$ cat src/rtl/instr_fetch_unit_if.sv
// Fetch-unit bus: ROM read port, decode handshake and redirect/resume controls.
//   master : instr_fetch_unit side (drives rom_address, instr*, halted)
//   slave  : ROM + decode + execute side (drives rom_read_data, instr_ready,
//            redirect, redirect_pc, resume)
interface instr_fetch_unit_if #(
  parameter int unsigned ADDR_W = 10,
  parameter int unsigned DATA_W = 10
);
  logic [ADDR_W-1:0] rom_address;
  logic [DATA_W-1:0] rom_read_data;
  logic [DATA_W-1:0] instr;
  logic [ADDR_W-1:0] instr_pc;
  logic              instr_valid;
  logic              instr_ready;
  logic              redirect;
  logic [ADDR_W-1:0] redirect_pc;
  logic              resume;
  logic              halted;

  modport master (
    output rom_address,
    input  rom_read_data,
    output instr,
    output instr_pc,
    output instr_valid,
    input  instr_ready,
    input  redirect,
    input  redirect_pc,
    input  resume,
    output halted
  );

  modport slave (
    input  rom_address,
    output rom_read_data,
    input  instr,
    input  instr_pc,
    input  instr_valid,
    output instr_ready,
    output redirect,
    output redirect_pc,
    output resume,
    input  halted
  );
endinterface

$ cat src/rtl/instr_fetch_unit.sv
// instr_fetch_unit: reader side of the program ROM.
//   Owns the PC (rom_address = pc), registers each asynchronous ROM word into
//   instr/instr_pc and presents it to decode with instr_valid/instr_ready.
//   Redirects from execute flush and restart fetch; the HALT word stops fetch
//   until resume.
// Ports:
//   clk   - rising-edge clock
//   reset - synchronous, active-high reset
//   bus   - instr_fetch_unit_if.master (ROM port, decode handshake, controls)
// Configuration:
//   NOP_SKIP_EN - when defined, all-zero ROM words are skipped instead of
//                 being presented (one bubble per zero word).
module instr_fetch_unit #(
  parameter int unsigned       ADDR_W    = 10,
  parameter int unsigned       DATA_W    = 10,
  parameter logic [ADDR_W-1:0] RESET_PC  = ADDR_W'(1),
  parameter logic [DATA_W-1:0] HALT_WORD = DATA_W'(10'b0010000010)
) (
  input  logic                clk,
  input  logic                reset,
  instr_fetch_unit_if.master  bus
);

  typedef enum logic {S_FETCH, S_HALT} state_t;

  state_t            state, state_next;
  logic [ADDR_W-1:0] pc, pc_next;
  logic [DATA_W-1:0] instr, instr_next;
  logic [ADDR_W-1:0] instr_pc, instr_pc_next;
  logic              instr_valid, instr_valid_next;
  logic              halted, halted_next;

  logic slot_free;
  logic is_halt_word;
  logic is_zero_word;

  assign slot_free    = !instr_valid || bus.instr_ready;
  assign is_halt_word = (bus.rom_read_data == HALT_WORD);
`ifdef NOP_SKIP_EN
  assign is_zero_word = (bus.rom_read_data == '0);
`else
  assign is_zero_word = 1'b0;
`endif

  // State register (also holds the datapath registers)
  always_ff @(posedge clk) begin
    if (reset) begin
      state       <= S_FETCH;
      pc          <= RESET_PC;
      instr       <= '0;
      instr_pc    <= '0;
      instr_valid <= 1'b0;
      halted      <= 1'b0;
    end else begin
      state       <= state_next;
      pc          <= pc_next;
      instr       <= instr_next;
      instr_pc    <= instr_pc_next;
      instr_valid <= instr_valid_next;
      halted      <= halted_next;
    end
  end

  // Next-state logic: redirect always returns to FETCH
  always_comb begin
    state_next = state;
    if (bus.redirect) begin
      state_next = S_FETCH;
    end else begin
      unique case (state)
        S_FETCH: if (slot_free && !is_zero_word && is_halt_word) state_next = S_HALT;
        S_HALT:  if (!instr_valid && bus.resume)                 state_next = S_FETCH;
        default: state_next = S_FETCH;
      endcase
    end
  end

  // Output / datapath logic
  always_comb begin
    pc_next          = pc;
    instr_next       = instr;
    instr_pc_next    = instr_pc;
    instr_valid_next = instr_valid;
    halted_next      = halted;
    if (bus.redirect) begin
      // Redirect drops any held instruction and does not capture this cycle
      pc_next          = bus.redirect_pc;
      instr_valid_next = 1'b0;
      halted_next      = 1'b0;
    end else begin
      unique case (state)
        S_FETCH: begin
          if (slot_free) begin
            if (is_zero_word) begin
              pc_next          = pc + ADDR_W'(1);
              instr_valid_next = 1'b0;
            end else begin
              instr_next       = bus.rom_read_data;
              instr_pc_next    = pc;
              instr_valid_next = 1'b1;
              // pc parks on the halt word so resume continues at halt + 1
              if (!is_halt_word) pc_next = pc + ADDR_W'(1);
            end
          end
        end
        S_HALT: begin
          if (instr_valid) begin
            // resume is ignored until the halt word has been accepted
            if (bus.instr_ready) begin
              instr_valid_next = 1'b0;
              halted_next      = 1'b1;
            end
          end else if (bus.resume) begin
            pc_next     = pc + ADDR_W'(1);
            halted_next = 1'b0;
          end
        end
        default: ;
      endcase
    end
  end

  assign bus.rom_address = pc;
  assign bus.instr       = instr;
  assign bus.instr_pc    = instr_pc;
  assign bus.instr_valid = instr_valid;
  assign bus.halted      = halted;

endmodule
$ cat src/flat_wrapper.sv
// flat-port wrapper written by rule: the top's interface ports become plain ports
module instr_fetch_unit_flat 
#(
  parameter int unsigned       ADDR_W    = 10,
  parameter int unsigned       DATA_W    = 10,
  parameter logic [ADDR_W-1:0] RESET_PC  = ADDR_W'(1),
  parameter logic [DATA_W-1:0] HALT_WORD = DATA_W'(10'b0010000010)
)
  (clk, reset, bus_rom_address, bus_rom_read_data, bus_instr, bus_instr_pc, bus_instr_valid, bus_instr_ready, bus_redirect, bus_redirect_pc, bus_resume, bus_halted);
  instr_fetch_unit_if #(.ADDR_W(ADDR_W), .DATA_W(DATA_W)) bus_i ();
  input  logic clk;
  input  logic reset;
  output wire logic [$bits(bus_i.rom_address)-1:0] bus_rom_address;
  input wire logic [$bits(bus_i.rom_read_data)-1:0] bus_rom_read_data;
  output wire logic [$bits(bus_i.instr)-1:0] bus_instr;
  output wire logic [$bits(bus_i.instr_pc)-1:0] bus_instr_pc;
  output wire logic [$bits(bus_i.instr_valid)-1:0] bus_instr_valid;
  input wire logic [$bits(bus_i.instr_ready)-1:0] bus_instr_ready;
  input wire logic [$bits(bus_i.redirect)-1:0] bus_redirect;
  input wire logic [$bits(bus_i.redirect_pc)-1:0] bus_redirect_pc;
  input wire logic [$bits(bus_i.resume)-1:0] bus_resume;
  output wire logic [$bits(bus_i.halted)-1:0] bus_halted;
  assign bus_rom_address = bus_i.rom_address;
  assign bus_i.rom_read_data = bus_rom_read_data;
  assign bus_instr = bus_i.instr;
  assign bus_instr_pc = bus_i.instr_pc;
  assign bus_instr_valid = bus_i.instr_valid;
  assign bus_i.instr_ready = bus_instr_ready;
  assign bus_i.redirect = bus_redirect;
  assign bus_i.redirect_pc = bus_redirect_pc;
  assign bus_i.resume = bus_resume;
  assign bus_halted = bus_i.halted;
  instr_fetch_unit #(.ADDR_W(ADDR_W), .DATA_W(DATA_W), .RESET_PC(RESET_PC), .HALT_WORD(HALT_WORD)) u_core (.clk(clk), .reset(reset), .bus(bus_i));
endmodule
$ cat config.mk
export PLATFORM = sky130hd
export DESIGN_NAME = instr_fetch_unit_flat
export DESIGN_NICKNAME = d
export VERILOG_FILES = /design/src/rtl/instr_fetch_unit_if.sv /design/src/rtl/instr_fetch_unit.sv /design/src/flat_wrapper.sv
export SDC_FILE = /design/constraint.sdc
export NUM_CORES = 1
export LEC_CHECK = 0
export BUFFER_PORTS_ARGS = -buffer_cell sky130_fd_sc_hd__buf_4
export CORE_ASPECT_RATIO = 1.5
export CORE_MARGIN = 5
export CORE_UTILIZATION = 52
export DETAILED_ROUTE_END_ITERATION = 10
export PLACE_DENSITY_LB_ADDON = 0.2
export SYNTH_ARGS = -nofsm -noshare
export SYNTH_HDL_FRONTEND = slang
export SYNTH_SLANG_ARGS = --single-unit
$ cat constraint.sdc
create_clock -name clk -period 4.35 [get_ports clk]
set_input_delay 0.87 -clock clk [delete_from_list [all_inputs] [get_ports clk]]
set_output_delay 0.87 -clock clk [all_outputs]
set_load 0.01 [all_outputs]
* Word level (Yosys, flattened, before mapping)
Index checks and enable logic that the tools add are counted.
** Word-level totals
- Flip-flop bits (word level) :: 33
- Input port bits :: 25
- Output and inout bits :: 32
- Logic and storage cells :: 41
** Cells by class
- $add $sub $neg :: 1
- Eq/ne operators :: 7
- Mux-type cells :: 16
- Bitwise logic cells :: 2
- Reductions and logical operators :: 9
** Operators by type and width (number)
- two-way mux 10 bit :: 5
- case mux 10 bit (2 select lines) :: 1
- adder 10 x 1 -> 10 bit (second input constant) :: 1
- == test 10 x 8 -> 1 bit (second input constant) :: 1
- != test 3 bit (second input constant) :: 3
- two-way mux 1 bit :: 8
- AND reduction 3 bit :: 2
- case mux 1 bit (2 select lines) :: 2
- AND reduction 4 bit :: 1
- != test 3 x 2 -> 1 bit (second input constant) :: 1
- logical AND 1 bit :: 2
- != test 2 x 1 -> 1 bit (second input constant) :: 1
- != test 2 bit (second input constant) :: 1
- NOT 1 bit :: 2
- nonzero test 2 bit :: 1
- OR reduction 2 bit :: 1
- logical NOT 1 bit :: 1
- logical OR 1 bit :: 1

* Logic depth before layout (Yosys ltp)
Gate-level depths: netlist of run 1.
- Depth after elaboration :: 5
- Mapped depth :: 6
- Mapped depth without buffers :: 4

* Worst setup path after synthesis of run 1
OpenSTA, ideal clock, no wires.
- Path type :: input port to flip-flop
- Start point :: input port bus_rom_read_data[3]
- End point :: register u_core.pc[5] (netlist: u_core.bus.rom_address[5])
- Library setup time :: 122 ps
- Data arrival time :: 2297 ps
- Required time :: 4228 ps
- Slack :: 1932 ps
- Stages on the path :: 5
- Buffers on the path :: 1
- Cell sequence :: or4_4 -> nor4_4 -> buf_6 -> nor4_1 -> o311a_1
** Between the ends
- Longest elaborated chain between the ends :: 3
** RTL lines
- from (decl) :: RTL line flat_wrapper.sv:14 : input wire logic [$bits(bus_i.rom_read_data)-1:0] bus_rom_read_data;
- == test 10 x 8 -> 1 bit :: RTL line instr_fetch_unit.sv:38 : assign is_halt_word = (bus.rom_read_data == HALT_WORD);
- != test 3 bit (no line)
- AND reduction 4 bit (no line)
- to (signal assigned) :: RTL line instr_fetch_unit.sv:56 : pc <= pc_next;
- to (decl) :: RTL line instr_fetch_unit.sv:27 : logic [ADDR_W-1:0] pc, pc_next;
Every way passes these cells.
A chain may end at the register's enable or synchronous reset.

* Worst setup path in the final report of run 1
- Start point :: input port bus_rom_read_data[3]
- End point :: register u_core.pc[4] (netlist: u_core.bus.rom_address[4])
Same word-level chain as after synthesis.

==> results of run 1 <==
==> per-layer routing <==
layer  share of wire, %  GRT usage (%)  up-vias
li1                   -              -      768
met1                 40           24.1      704
met2                 53           35.1       41
met3                5.7           5.62        7
met4                1.6           7.73        0
met5                  0              0        -
==> placed cells by master, fill, tap and decap left out, types with 2 or more instances in the layout <==
master    count
buf_4        56
nand2_1      45
dfxtp_1      33
a21oi_1      23
nor2_1        8
or4_2         6
inv_1         5
nand3_1       5
clkbuf_8      5
o31ai_1       4
nand2b_1      3
a311oi_1      3
o311a_1       3
nor4_1        3
nor2b_1       2
==> tightest hold or removal path: cells and delay by family (launching register included) <==
kind | cells | cell delay (ns)
and+or+nand+nor | 1 | 0.05
AOI/OAI and AO/OA | 1 | 0.05
DFF | 1 | 0.31
==> sequential cells by signal (all words and copies together) (netlist names) <==
name and cells:
u_core.bus.instr 10, u_core.bus.instr_pc 10, u_core.bus.rom_address 10, u_core.bus.halted 1, u_core.bus.instr_valid 1, u_core.state 1
==> power groups by stage <==
stage	logic, W	clock network, W	registers, W
floorplan	0.0000495	0	0.000348
global placement	0.000108	0	0.000343
detailed placement	0.000111	0	0.000344
CTS	0.000111	0.000213	0.000337
global route	0.000122	0.000229	0.000340
finish	0.000110	0.000208	0.000338
==> per-stage QoR <==
step                utilization, %  std cells  setup slack [ns]
floorplan                        -        185              1.93
global placement              67.5        268              1.57
detailed placement            67.5        268              1.50
CTS                           70.1        274              1.80
global route                  70.1        274              1.61
finish                        70.1        274              1.79
==> logic make-up (layout without fill, tap and decap cells) <==
group / count (synthesis) / count (layout) / share of synthesized area (%)
buffers and inverters: 17 / 67 / 5.99
AND/OR/NAND/NOR: 87 / 87 / 29.2
AO/OA/AOI/OAI: 47 / 47 / 21.9
adder cells (fa/ha/maj): 1 / 1 / 0.798
flip-flops: 33 / 33 / 42.1
==> worst min path at each step <==
stage | from | end | slack [ns]
6_report | u_core.bus.instr_pc[6] | u_core.bus.instr_pc[6] | 0.45
5_1_grt | u_core.bus.instr[8] | u_core.bus.instr[8] | 0.48
4_1_cts | u_core.bus.instr_pc[6] | u_core.bus.instr_pc[6] | 0.46
3_5_place_dp | u_core.bus.instr_pc[6] | u_core.bus.instr_pc[6] | 0.45
3_3_place_gp | u_core.bus.instr_pc[6] | u_core.bus.instr_pc[6] | 0.44
2_1_floorplan | u_core.bus.instr[0] | u_core.bus.instr[0] | 0.48
==> cell type report <==
class	count	share of cell area [%]
Tap cell	39	2.39
Inverter	5	0.920
Timing Repair Buffer	56	20.6
Sequential cell	33	32.4
Multi-Input combinational cell	135	40.1
Clock buffer	5	3.37
Clock inverter	1	0.245
==> summary.md, run 1 <==
| Metric | Value |
|---|---|
| Yosys top cell area share | `42.1%` |
| Reg power frac | `51.5%` |
| Peak VDD IR | `0.226 mV` |
| Mapped Area | `1570 µm²` |
| Share of cells above drive strength 1 | `33.2%` |
| Total negative setup slack | `0 ns` |
| Fin crit share | `59.0%` |
| Reg-to-reg setup timing slack | `2.15 ns` |
| Crit Path Category | `in -> reg` |
| Ys Warns | `0` |
| Syn Area/Cell | `8.47 µm²` |
| Port Buffers | `56` |
| I/O Pins | `57` |
| Hpwl dp | `2940 µm` |
| Number of cells on the critical path | `5` |
| Worst setup EP type | `flop` |
| Row cnt | `24` |
| Nets | `262` |
| ANT cells | `0` |
| Final min period | `2.56 ns` |
| Max_cap viols | `0` |
| Critical-path maximum fanout | `17` |
| Multi-input logic area | `818 µm²` |
| Top cell type by total area after synthesis | `dfxtp_1` |
| Starting Density | `53.8%` |
| Via count | `1520` |
| CTS root buf | `clkbuf_8` |
| Initial antenna violation count | `0` |
| Wire length per cell | `14.4 µm` |
| CP Buf/Inv Count | `1` |
| Worst R2R End | `u_core.bus.rom_address[4]` |
| DRT Pass-1 Iters | `4` |
| Hold Path Depth | `2` |
| Routability Congestion | `0.837` |
| Largest net degree at the start of global routing | `31` |
| RSZ-0062 raised after global routing | `false` |
| Max Clk Rate | `390 MHz` |
| Post-CTS Setup Inserts | `0` |
| Setup crit start | `bus_rom_read_data[3]` |
| Drt drc | `0` |
| TritonCTS buffer count | `5` |
| Clk_lat worst skew | `0.28 ns` |
| Critical Path AT | `2.75 ns` |
| Switching Share | `26.6%` |
| Layout Cell Area excl Fill | `2040 µm²` |
| Power Internal | `0.000481 W` |
| Cell variety after synth | `47` |
| Final max-slew violation count | `0` |
| TritonCTS clock tree | `yes` |
| Synthesis-to-finish area growth | `30.2%` |
| Post-Place Cell Area | `1970 µm²` |
| Clk pwr share | `31.7%` |
| Top post-synthesis cells by count | `45 x nand2_1, 33 x dfxtp_1, 23 x a21oi_1, 8 x clkbuf_1, 8 x nor2_1` |
| Startpoint Class | `input port` |
| Flops & latches, synth | `33` |
| Clk_skew | `0.00862 ns` |
| Hold WS | `0.453 ns` |
| Ys async rst share | `0%` |
| Detailed-route vias per instance | `5.55` |
| Dominant synthesized flop cell | `dfxtp_1` |
| Filler instances | `261` |
| First-pass GRT wire length | `6720 µm` |
| Critical Path RT | `4.54 ns` |
| Final setup violation count | `0` |
| CP top delay family | `simple AND/OR/NAND/NOR gates` |
| Hold WC Path Type | `reg -> reg` |
| CP Cell Sequence | `buf_4 -> or4_4 -> nor4_4 -> o31ai_1 -> a311oi_1` |
| Slew HR | `23.1%` |
| Die width | `54.8 µm` |
| Outcome | `completed` |
| Post-Route WL | `3940 µm` |
| DIE HEIGHT | `77.3 µm` |
| Initial drt markers | `51` |
| R2R depth | `4` |
| Tot Pwr | `0.000655 W` |
| Post-cts sizing count | `0` |
| Top cells by area, synth | `dfxtp_1 42%, nand2_1 11%, a21oi_1 7.3%` |
| Vias in the first global route | `1481` |
| Part of the power in combinational logic | `16.8%` |
| CTS max path bufs | `2` |
| Storage cell area | `661 µm²` |
| Post-CTS Hold Fix Bufs | `0` |
| H-tree depth | `2` |
| Core Region | `2910 µm²` |
| PD cells | `321 nW/µm²` |
| Launching point of the worst reg2reg path | `u_core.state` |
| Gate Count Post-Synth | `185` |
| Leak | `0.837 nW` |
| All-Layer GR Usage | `20.9%` |
| GR Overflow Total | `0` |
| Clk sinks | `33` |
| Crit path capture | `u_core.bus.rom_address[4]` |
| EDFF count, synth | `0` |
| Worst-Margin Slew | `1.15 ns` |
| Hold Fails Final Rpt | `0` |
| DIE AREA | `4240 µm²` |
| Critical path's slowest cell | `nor4_4` |
| Post-synthesis net count | `211` |
| Seq/Total Area, Yosys | `42.1%` |
| Clk slew on worst S/H paths | `0.07 ns` |
| Routed Antenna Nets | `0` |
| Largest stage delay on the critical path | `0.68 ns` |
| Most common cell in the synthesized netlist | `nand2_1` |
| NetSw | `0.000174 W` |
(Power assumes the default switching activity.)
==> inputs of run 2 (changes only) <==
CORE_UTILIZATION = 48   (was 52)
clock period = 2.4 ns   (was 4.35 ns; I/O delays follow)
==> run 2 against run 1 <==
Against the previous run:
- hold slack got worse by 0.015 ns
- sequential share of layout area decreased by 0.51 points
- clock power increased by 91%
- die area increased by 7.0%
- non-clock buffer count increased by 3
- combinational power increased by 83%
- total power increased by 85%
- register-to-register slack got worse by 1.6 ns
- sequential cell count unchanged
- sequential power increased by 81%
- core utilization decreased by 4.4 points
- final area increased by 1.6%
- critical endpoint is now u_core.bus.rom_address[3]
- largest power group unchanged
==> summary.md, run 2 (synthesized netlist as in run 1, its figures left out) <==
| Metric | Value |
|---|---|
| Outcome | `completed` |
| Startpoint Class | `flop` |
| Wire length per cell | `13.9 µm (-3.8%)` |
| First-pass GRT wire length | `6600 µm (-1.7%)` |
| Critical-path maximum fanout | `17 (unchanged)` |
| Via count | `1539 (+1.3%)` |
| Peak VDD IR | `0.381 mV (+69%)` |
| Synthesis-to-finish area growth | `32.2%` |
| Clk slew on worst S/H paths | `0.07 ns (about the same)` |
| Routability Congestion | `0.781 (-6.7%)` |
| Post-cts sizing count | `0 (unchanged)` |
| Worst-Margin Slew | `1.18 ns (+0.0283 ns)` |
| Max Clk Rate | `533 MHz` |
| Initial drt markers | `43 (-16%)` |
| Final setup violation count | `0 (unchanged)` |
| Clk_skew | `0.00178 ns (-0.00684 ns)` |
| PD cells | `584 nW/µm² (+82%)` |
| ANT cells | `0 (unchanged)` |
| Storage cell area | `661 µm² (unchanged)` |
| Initial antenna violation count | `0 (unchanged)` |
| Final min period | `1.88 ns` |
| Vias in the first global route | `1470 (-0.74%)` |
| GR Overflow Total | `0 (unchanged)` |
| All-Layer GR Usage | `17.9% (-3.0 points)` |
| DIE HEIGHT | `80.0 µm (+3.6%)` |
| Hold WC Path Type | `in -> reg` |
| Clk sinks | `33 (unchanged)` |
| Switching Share | `26.9% (+0.33 points)` |
| Leak | `0.857 nW (+2.5%)` |
| Worst setup EP type | `flop` |
| Critical Path RT | `2.59 ns (-1.95 ns)` |
| H-tree depth | `2 (unchanged)` |
| Core Region | `3160 µm² (+8.5%)` |
| Nets | `265 (+1.1%)` |
| I/O Pins | `57 (unchanged)` |
| Fin crit share | `78.2%` |
| NetSw | `0.000326 W (+87%)` |
| Power Internal | `0.000884 W (+84%)` |
| CTS root buf | `clkbuf_8` |
| Multi-input logic area | `818 µm² (unchanged)` |
| DIE AREA | `4530 µm² (+7.0%)` |
| Routed Antenna Nets | `0 (unchanged)` |
| TritonCTS buffer count | `5 (unchanged)` |
| Post-CTS Hold Fix Bufs | `0 (unchanged)` |
| Clk pwr share | `32.8% (+1.1 points)` |
| Detailed-route vias per instance | `5.50 (-0.92%)` |
| Hold Fails Final Rpt | `0 (unchanged)` |
| Final max-slew violation count | `0 (unchanged)` |
| Post-Route WL | `3880 µm (-1.7%)` |
| Crit Path Category | `reg -> reg` |
| DRT Pass-1 Iters | `4 (unchanged)` |
| Filler instances | `288 (+10%)` |
| Clk_lat worst skew | `0.28 ns (about the same)` |
| Post-CTS Setup Inserts | `0 (unchanged)` |
| Drt drc | `0 (unchanged)` |
| Critical Path AT | `2.06 ns (-0.69 ns)` |
| Starting Density | `49.6% (-4.2 points)` |
| CTS max path bufs | `2 (unchanged)` |
| Row cnt | `25 (+4.2%)` |
| Commonest non-fill, non-tap cells in the layout | `59 x buf_4, 45 x nand2_1, 33 x dfxtp_1` |
| RSZ-0062 raised after global routing | `false` |
| Max_cap viols | `0 (unchanged)` |
| Slew HR | `20.8% (-2.3 points)` |
| Reg power frac | `50.6% (-0.9 points)` |
| Die width | `56.7 µm (+3.3%)` |
| TritonCTS clock tree | `yes` |
| Port Buffers | `56 (unchanged)` |
| Part of the power in combinational logic | `16.6% (-0.2 points)` |
| Most common cell after layout, fill and taps aside | `buf_4` |
| Share of cells above drive strength 1 | `34.2% (+0.98 points)` |
| Total negative setup slack | `0 ns (unchanged)` |
| Hpwl dp | `2830 µm (-3.7%)` |
| Layout Utilization | `65.6% (-4.4 points)` |
| Largest net degree at the start of global routing | `31 (unchanged)` |
[run 2: critical path, cell delays in order (launching register included)]
cell      delay (ns)
dfxtp_1         0.43
nor2b_1         0.22
a21oi_1         0.07
buf_4           0.19
or4_2           0.61
a311oi_1        0.27
[run 2: worst paths after layout]
| kind | from | endpoint | slack (ns) | depth (start not counted) |
|---|---|---|---|---|
| max reg2reg | u_core.state | u_core.bus.rom_address[3] | 0.52 | 5 |
| min | bus_redirect_pc[0] | u_core.bus.rom_address[0] | 0.44 | 3 |
| min reg2reg | u_core.bus.instr_pc[4] | u_core.bus.instr_pc[4] | 0.45 | 2 |
| max | u_core.state | u_core.bus.rom_address[3] | 0.52 | 5 |
[run 2: stage by stage]
stage	instance area, µm²	setup slack [ns]	hold WS, ns	cells	total power (W)
finish	2070	0.523	0.438	280	0.00121
global route	2070	0.319	0.453	280	0.00127
CTS	2070	0.509	0.437	280	0.00122
detailed placement	1990	0.262	0.448	272	0.000827
global placement	1990	0.283	0.442	272	0.000824
floorplan	1570	0.372	0.481	185	0.000721
[run 2: layout make-up]
class / instances / area share (%)
clock buffer: 6 / 3.50
tap: 40 / 2.41
sequential: 33 / 31.9
inverter: 5 / 0.905
multi-input combinational: 135 / 39.5
timing repair buffer: 59 / 21.4
clock inverter: 2 / 0.483
[run 2: per-layer routing]
metal	wire, µm	global-route usage, %
met5	0	0
met4	24	6.18
met3	273	4.85
met2	2020	32.2
met1	1560	19.9
[run 2: power groups by stage]
stage                     Clock (W)  Combinational, W  Sequential, W
after floorplan                   0         0.0000897       0.000632
after global placement            0          0.000201       0.000623
after global routing       0.000433          0.000222       0.000617
after detailed placement          0          0.000204       0.000623
final                      0.000397          0.000201       0.000612
after CTS                  0.000403          0.000204       0.000611
==> inputs of run 3 (changes only) <==
CORE_UTILIZATION = 44   (was 48)
clock period = 1.7 ns   (was 2.4 ns; I/O delays follow)
==> run 3 against run 2 <==
Against the previous run:
- final area rose by 13%
- combinational power up 80%
- highest routed layer unchanged
- non-clock buffer count increased by 31
- critical path depth up 1
- final cell count is 11% higher
- sequential power rose by 38%
- largest cell class unchanged
- critical path type is now in -> reg
- die area is 7.7% higher
- first-iteration DRC count up 23%
- sequential cell count unchanged
- clock skew increased by 0.0052 ns
- critical endpoint is now u_core.bus.rom_address[5]
==> summary.md, run 3 (synthesized netlist as in run 1, its figures left out) <==
| Metric | Value |
|---|---|
| Storage cell area | `664 µm² (+0.57%)` |
| Largest stage delay on the critical path | `0.56 ns (-0.05 ns)` |
| Nets | `296 (+12%)` |
| CTS max path bufs | `2 (unchanged)` |
| Launching point of the worst reg2reg path | `u_core.state` |
| Hpwl dp | `3110 µm (+10%)` |
| Worst-Margin Slew | `0.710 ns (-0.472 ns)` |
| Final setup violation count | `0 (unchanged)` |
| Critical path's slowest cell | `or4_4` |
| Tot Pwr | `0.00174 W (+43%)` |
| Largest net degree at the start of global routing | `21 (-32%)` |
| Drt drc | `0 (unchanged)` |
| CP Cell Sequence | `buf_4 -> or4_4 -> nor4_4 -> buf_6 -> nor4_1 -> o311a_1` |
| CP Buf/Inv Count | `2 (+1)` |
| Commonest non-fill, non-tap cells in the layout | `88 x buf_4, 45 x nand2_1, 32 x dfxtp_1` |
| DIE AREA | `4880 µm² (+7.7%)` |
| DIE HEIGHT | `83.1 µm (+3.9%)` |
| TritonCTS buffer count | `5 (unchanged)` |
| Number of cells on the critical path | `6 (+1)` |
| Vias in the first global route | `1560 (+6.1%)` |
| Most common cell after layout, fill and taps aside | `buf_4` |
| Port Buffers | `56 (unchanged)` |
| Reg-to-reg setup timing slack | `0.04 ns (-0.49 ns)` |
| Initial antenna violation count | `0 (unchanged)` |
| Via count | `1656 (+7.6%)` |
| I/O Pins | `57 (unchanged)` |
| Startpoint Class | `input port` |
| First-pass GRT wire length | `7070 µm (+7.0%)` |
| Clk sinks | `33 (unchanged)` |
| DRT Pass-1 Iters | `4 (unchanged)` |
| H-tree depth | `2 (unchanged)` |
| Max_cap viols | `0 (unchanged)` |
| Critical Path AT | `1.83 ns (-0.23 ns)` |
| Share of cells above drive strength 1 | `43.5% (+9.3 points)` |
| Clk_skew | `0.00703 ns (+0.00524 ns)` |
| Critical Path RT | `1.87 ns (-0.72 ns)` |
| All-Layer GR Usage | `18.2% (+0.27 points)` |
| Peak VDD IR | `0.638 mV (+68%)` |
| Row cnt | `26 (+4.0%)` |
| Synthesis-to-finish area growth | `49.4%` |
| Worst setup EP type | `flop` |
| Slew HR | `52.5% (+32 points)` |
| Outcome | `completed` |
| ANT cells | `0 (unchanged)` |
| Clk slew on worst S/H paths | `0.06 ns (about the same)` |
| Detailed-route vias per instance | `5.32 (-3.1%)` |
| Leak | `1.02 nW (+19%)` |
| Fin crit share | `97.8%` |
| Core Region | `3420 µm² (+8.1%)` |
| Routability Congestion | `0.796 (+2.0%)` |
| GR Overflow Total | `0 (unchanged)` |
| Worst R2R End | `u_core.bus.rom_address[4]` |
| Clk_lat worst skew | `0.28 ns (about the same)` |
| Hold WC Path Type | `in -> reg` |
| Initial drt markers | `53 (+23%)` |
| Max Clk Rate | `601 MHz` |
| R2R depth | `5 (unchanged)` |
| TritonCTS clock tree | `yes` |
| Crit path capture | `u_core.bus.rom_address[5]` |
| Crit Path Category | `in -> reg` |
| Final max-slew violation count | `0 (unchanged)` |
| Starting Density | `45.9% (-3.7 points)` |
| PD cells | `741 nW/µm² (+27%)` |
| Wire length per cell | `13.8 µm (-0.57%)` |
| Die width | `58.7 µm (+3.7%)` |
| Hold Fails Final Rpt | `0 (unchanged)` |
| Setup crit start | `bus_rom_read_data[3]` |
| CTS root buf | `clkbuf_8` |
| Final min period | `1.66 ns` |
| CP top delay family | `simple AND/OR/NAND/NOR gates` |
| Post-Route WL | `4280 µm (+10%)` |
| RSZ-0062 raised after global routing | `true` |
| Hold WS | `0.307 ns (-0.131 ns)` |
| Routed Antenna Nets | `0 (unchanged)` |
| Filler instances | `315 (+9.4%)` |
| Multi-input logic area | `850 µm² (+3.8%)` |
| Critical-path maximum fanout | `15 (-2)` |
[run 3: changes by cell type in the layout (fill, tap and decap cells not counted), sizes merged]
cell	previous run	this run
clkinv	2	1
clkdlybuf4s15	0	1
clkbuf	6	5
buf	59	89
[run 3: final cells by class]
class	count	share of cell area [%]
multi-input cells	135	36.3
repair buffers	90	29.2
flip-flops and latches	33	28.4
clock buffers	5	2.94
well taps	42	2.24
inverters	5	0.801
clock inverters	1	0.214
[run 3: how the worst min path moves through the flow]
stage	startpoint	to	slack, ns	depth (start not counted)
finish	bus_redirect_pc[0]	u_core.bus.rom_address[0]	0.31	3
global route	bus_rom_read_data[4]	u_core.bus.instr[4]	0.32	3
CTS	bus_redirect_pc[0]	u_core.bus.rom_address[0]	0.30	3
detailed placement	u_core.bus.instr[4]	u_core.bus.instr[4]	0.45	2
global placement	u_core.bus.instr[5]	u_core.bus.instr[5]	0.44	2
floorplan	bus_rom_read_data[0]	u_core.bus.instr[0]	0.48	2
[run 3: worst min-delay path: cells and delay by family]
kind | cells | cell delay [ns]
compound gates | 2 | 0.13
buf+inv | 1 | 0.08
[run 3: where the power goes]
| part | internal (W) | switching [W] |
|---|---|---|
| combinational | 0.000192 | 0.000169 |
| clock | 0.000269 | 0.000260 |
| sequential | 0.000817 | 0.0000285 |
| total | 0.00128 | 0.000458 |
[run 3: metrics by stage]
step	cell area [µm²]	setup TNS (ns)	instances	worst slack [ns]	utilization (%)
3_3_place_gp	2180	-3.82	299	-0.276	64.0
2_1_floorplan	1570	-0.823	185	-0.188	-
6_report	2340	0	311	0.0374	68.6
4_1_cts	2300	0	308	0.00932	67.3
3_5_place_dp	2180	-4.24	299	-0.287	64.0
5_1_grt	2340	-0.0587	311	-0.0161	68.6
[run 3: timing repair]
action,CTS,global route
setup buffers,3,2
gates resized for setup,5,4
cloned,0,1
hold buffers,0,0
setup endpoints to repair,26,7
pin swaps,1,1
[run 3: per-layer routing]
metal  vias up  part of all wire (%)  GRT usage, %
met4         0                   1.6          7.22
met3         5                   8.1          4.35
met1       753                    41          21.5
met2        64                    49          30.5
met5         -                     0             0
li1        834                     -             -
